### config.mk
export PLATFORM = sky130hd
export DESIGN_NAME = pipe_stage_buf
export DESIGN_NICKNAME = d
export VERILOG_FILES = /design/src/rtl/pipe_stage_buf.sv
export SDC_FILE = /design/constraint.sdc
export NUM_CORES = 1
export LEC_CHECK = 0
export ABC_AREA = 1
export BUFFER_PORTS_ARGS = -buffer_cell sky130_fd_sc_hd__buf_4
export CAP_MARGIN = 10
export CORE_MARGIN = 1
export CORE_UTILIZATION = 49
export CTS_BUF_LIST = sky130_fd_sc_hd__clkbuf_8
export CTS_CLUSTER_SIZE = 30
export DETAILED_ROUTE_END_ITERATION = 10
export PLACE_DENSITY_LB_ADDON = 0.15
export SLEW_MARGIN = 20
export SYNTH_ARGS = -nofsm -noshare
export SYNTH_HDL_FRONTEND = slang
export SYNTH_SLANG_ARGS = --single-unit
### constraint.sdc
create_clock -name clk -period 3.2 [get_ports clk]
set_input_delay 0.64 -clock clk [delete_from_list [all_inputs] [get_ports clk]]
set_output_delay 0.64 -clock clk [all_outputs]
set_load 0.02 [all_outputs]
### src/rtl/pipe_stage_buf.sv
// pipe_stage_buf: valid/ready pipeline stage with statistics counters.
// SKID_EN=1 gives a 2-entry main+skid buffer whose in_ready is a pure
// register decode, breaking the ready path between neighbouring stages.
// SKID_EN=0 gives a 1-entry stage whose in_ready passes out_ready through.
// occupancy, stall_cnt and xfer_cnt expose fill level and flow statistics.
module pipe_stage_buf #(
  parameter int unsigned DATA_W  = 18,
  parameter int unsigned SKID_EN = 1,
  parameter int unsigned CNT_W   = 16
) (
  input  logic              clk,
  input  logic              rst,
  input  logic              in_valid,
  output logic              in_ready,
  input  logic [DATA_W-1:0] in_data,
  output logic              out_valid,
  input  logic              out_ready,
  output logic [DATA_W-1:0] out_data,
  input  logic              flush,
  input  logic              clr_cnt,
  output logic [1:0]        occupancy,
  output logic [CNT_W-1:0]  stall_cnt,
  output logic [CNT_W-1:0]  xfer_cnt
);

  // Encoding doubles as the occupancy value (0, 1 or 2 held entries).
  typedef enum logic [1:0] {
    EMPTY = 2'd0,
    ONE   = 2'd1,
    FULL  = 2'd2
  } state_e;

  localparam logic [CNT_W-1:0] CNT_ONE = CNT_W'(1);
  localparam logic [CNT_W-1:0] CNT_MAX = {CNT_W{1'b1}};

  state_e             state_q, state_d;
  logic [DATA_W-1:0]  main_q, main_d;
  logic [DATA_W-1:0]  skid_q, skid_d;
  logic [CNT_W-1:0]   stall_q, stall_d;
  logic [CNT_W-1:0]   xfer_q, xfer_d;
  logic               out_stall;
  logic               out_xfer;

  assign out_valid = (state_q != EMPTY);
  assign out_data  = main_q;
  assign occupancy = state_q;
  assign stall_cnt = stall_q;
  assign xfer_cnt  = xfer_q;

  assign out_stall = out_valid & ~out_ready;
  assign out_xfer  = out_valid & out_ready;

  // in_ready: registered decode in skid mode, pass-through in 1-entry mode.
  generate
    if (SKID_EN != 0) begin : g_skid_ready
      assign in_ready = (state_q != FULL);
    end else begin : g_pass_ready
      assign in_ready = ~out_valid | out_ready;
    end
  endgenerate

  // Next-state and data-load decode; flush overrides every transition and
  // leaves the data registers untouched.
  always_comb begin
    // NOTE: every output of this block gets a default first so no path
    // leaves one unassigned, which would otherwise infer a latch.
    state_d = state_q;
    main_d  = main_q;
    skid_d  = skid_q;
    if (flush) begin
      state_d = EMPTY;
    end else begin
      unique case (state_q)
        EMPTY: begin
          if (in_valid) begin
            main_d  = in_data;
            state_d = ONE;
          end
        end
        ONE: begin
          if (SKID_EN != 0) begin
            if (in_valid && out_ready) begin
              main_d = in_data;
            end else if (in_valid) begin
              skid_d  = in_data;
              state_d = FULL;
            end else if (out_ready) begin
              state_d = EMPTY;
            end
          end else begin
            if (out_ready) begin
              if (in_valid) main_d = in_data;
              else          state_d = EMPTY;
            end
          end
        end
        FULL: begin
          if (out_ready) begin
            main_d  = skid_q;
            state_d = ONE;
          end
        end
        default: state_d = EMPTY;
      endcase
    end
  end

  // Saturating statistics counters; clr_cnt wins over increment, flush is
  // deliberately ignored here.
  always_comb begin
    stall_d = stall_q;
    xfer_d  = xfer_q;
    if (clr_cnt) begin
      stall_d = '0;
      xfer_d  = '0;
    end else begin
      if (out_stall && (stall_q != CNT_MAX)) stall_d = stall_q + CNT_ONE;
      if (out_xfer  && (xfer_q  != CNT_MAX)) xfer_d  = xfer_q  + CNT_ONE;
    end
  end

  // FSM state register; reset empties the stage immediately.
  always_ff @(posedge clk or negedge rst) begin
    // NOTE: sequential state uses non-blocking assignments so every register
    // samples pre-edge values regardless of statement order.
    if (!rst) state_q <= EMPTY;
    else      state_q <= state_d;
  end

  // Payload registers; they only change on an accepted beat or FULL->ONE shift.
  always_ff @(posedge clk or negedge rst) begin
    // NOTE: the payload registers are reset because out_data must read 0
    // during reset; without that requirement they could stay unreset.
    if (!rst) begin
      main_q <= '0;
      skid_q <= '0;
    end else begin
      main_q <= main_d;
      skid_q <= skid_d;
    end
  end

  // Statistics counter registers.
  always_ff @(posedge clk or negedge rst) begin
    if (!rst) begin
      stall_q <= '0;
      xfer_q  <= '0;
    end else begin
      stall_q <= stall_d;
      xfer_q  <= xfer_d;
    end
  end

endmodule
==> metrics <==
synthesized area=~3800 µm²; Peak VDD IR=0.2890 mV; Max clock buf depth=2; Global Route met1 Usage=0.2783; worst-skew pair later-pin latency=0.34 ns; arrival time worst endpoint=around 1.6 ns; Sink Count=70; final instance area=around 4700 µm²; via total after detailed routing=3490; n_diodes=0; met2 usage=0.3664; Crit-path slowest cell=dfrtp_1; dpl cells=672; layout cells sized above 1=0.2037; total global-route track usage=0.2178; full die area=a little over 8000 µm²; worst slew pin tran=about 0.9 ns; largest net degree at the start of global routing=71; fin nets=610; number of port buffers=77; drt drc=0; Fill cells=704; Worst EP required=2.56 ns; LEAKAGE=between 2 and 2.5 nW; core region area=7370 µm²; crit-path cells=nand2_1 > buf_4 > buf_4; clk_skew=0.01141 ns; M3 GR Usage=0.03976; kind of critical path=flop to output pin; fin crit share=0.7016; Setup crit start kind=flop; unrepaired setup endpoints after global routing=false; GPL Wtd Cong=0.8006; grt peak-use layer=met2; DRT iter0 DRCs=196; DP Worst Slack=between 1 and 1.5 ns; Routed Antenna Nets=0; Worst Hold Class=input pin to async pin; Avg WL per Cell=12.17 µm; CP endpoint kind=output pin; post-CTS setup repair buffer count=0; synth unique cells=30; Std-Cell Rows=31; Root Buffer=clkbuf_8; Avg Cell Area, Syn=7.443 µm²; DIE WIDTH=approximately 90 µm; hold buffers post-CTS=0; total iterations of the first detailed-routing run=5; Pwr Density=~500 nW/µm²; Post-Route WL=about 8.4 mm; Hold Vio Cnt, Final=0; status=finished clean; max-slew violations=0; GRT Residual Overflow=0; setup ws final=approximately 0.95 ns; Final setup viols=0; post-cts repair resize count=0; Non-Filler Instances=688; Finished Core Util=0.6331; syn_nets=536; Fmax achieved=about 0.45 GHz; vias in the first global route=~3300; CTS tree=done; initial antenna violation count=0; DP Area=4424 µm²; Syn Inst Count=510; Largest delay share family, worst path=buffers and inverters; IO Count=78; DR vias/cell=5.073; CP dominant cell by count=buf_4; Critical Path Fanout Max=30; CP bufs+invs=2; post-synthesis sequential element count=70; total of warnings raised by yosys=0; first-pass GRT wire length=14.50 mm; DP Wirelength=5.749 mm; Layout area overhead=22.91%; DIE HEIGHT=90.02 µm; Max Cap Viol=0; Initial Util=0.5151; clk slew on worst S/H paths=0.08 ns; min cycle time layout=2.245 ns; Seq/Total Area, Yosys=0.4614; final setup TNS=0 ns; Max transition margin=0.3842; CTS H-Tree Depth=3; TritonCTS buffer count=9; crit-path max cell delay=approximately 0.42 ns
==> placed cells by master (no fill, tap or decap) <==
master / n
nand2_1: 176
buf_4: 78
dfrtp_1: 70
inv_1: 67
o21ai_0: 41
nor2_1: 30
nand3_1: 25
nand4_1: 22
o21ai_1: 19
clkbuf_8: 12
xor2_1: 8
inv_2: 6
nor2_4: 5
a21oi_1: 5
nand2_2: 4
nor2_8: 2
or2_2: 2
a31o_2: 2
ha_1: 2
bufinv_16: 2
nand2_4: 1
nor3_2: 1
nor2_2: 1
o21ai_2: 1
o21bai_1: 1
a21oi_4: 1
o31ai_1: 1
nor3_1: 1
xnor2_1: 1
inv_6: 1
clkinvlp_4: 1
==> where the power goes <==
group / switching, mW / internal (mW)
registers: 0.0465 / 1.00
clock network: 0.352 / 0.506
logic: 0.228 / 0.144
total: 0.626 / 1.65
==> through the flow <==
stage | hold WS (ns) | total power, mW
after CTS | 0.4604 | 2.291
after floorplan | 0.3444 | 1.279
after detailed placement | 0.5031 | 1.439
after global placement | 0.4951 | 1.427
after global routing | 0.4757 | 2.373
final | 0.4286 | 2.276
==> registers in the layout (all words and copies together) (netlist names) <==
register / cells
out_data: 18
skid_q: 18
stall_cnt: 16
xfer_cnt: 16
occupancy: 2
==> final timing paths <==
check	cells after the start	endpoint	from	slack, ns
max	3	in_ready	occupancy[1]	0.95
min	1	stall_cnt[4]	rst	0.43
max reg2reg	8	xfer_cnt[10]	xfer_cnt[1]	1.15
min reg2reg	2	skid_q[17]	skid_q[17]	0.52
max in group asynchronous	1	xfer_cnt[8]	rst	2.19
min in group clk	2	occupancy[0]	flush	0.47
==> worst register-to-register path: stages, from the launching register on <==
cell and delay [ns]:
dfrtp_1 0.43, ha_1 0.23, nand2_1 0.14, nor2_4 0.07, nand2_2 0.09, nor2_2 0.05, nor2_1 0.69, nand4_1 0.18
nand2_1 0.11
==> layout make-up <==
| cell class | instances | area [µm²] | area share |
|---|---|---|---|
| timing repair buffer | 78 | 585.6 | 0.1255 |
| multi-input combinational | 352 | 1689 | 0.3620 |
| clock buffer | 12 | 165.2 | 0.03540 |
| tap | 99 | 123.9 | 0.02655 |
| clock inverter | 4 | 76.32 | 0.01636 |
| inverter | 73 | 274.0 | 0.05873 |
| sequential | 70 | 1752 | 0.3754 |
==> cell usage after synthesis (all sizes together) <==
cell type | number | share of area
inv | 73 | 0.072
a31o | 2 | 0.0046
nor2 | 38 | 0.057
nor3 | 2 | 0.0040
o21ai | 61 | 0.081
clkbuf | 4 | 0.0040
nand2 | 181 | 0.18
xnor2 | 1 | 0.0023
dfrtp | 70 | 0.46
xor2 | 8 | 0.018
o31ai | 1 | 0.0020
ha | 2 | 0.0066
a21oi | 6 | 0.011
nand3 | 25 | 0.033
buf | 11 | 0.017
nand4 | 22 | 0.036
or2 | 2 | 0.0033
o21bai | 1 | 0.0020
==> cell families after synthesis <==
kind of cell | synth area share
xor+xnor | 0.02077
simple gates | 0.3167
flops | 0.4614
buf+inv | 0.09360
fa+ha+maj | 0.006591
compound gates | 0.1009
==> metal layers <==
layer | part of all wire | vias up
li1 | - | 1760
met1 | 0.45 | 1617
met2 | 0.48 | 99
met3 | 0.051 | 14
met4 | 0.017 | 0
met5 | 0 | -
Power figures use the tool's default switching activity.
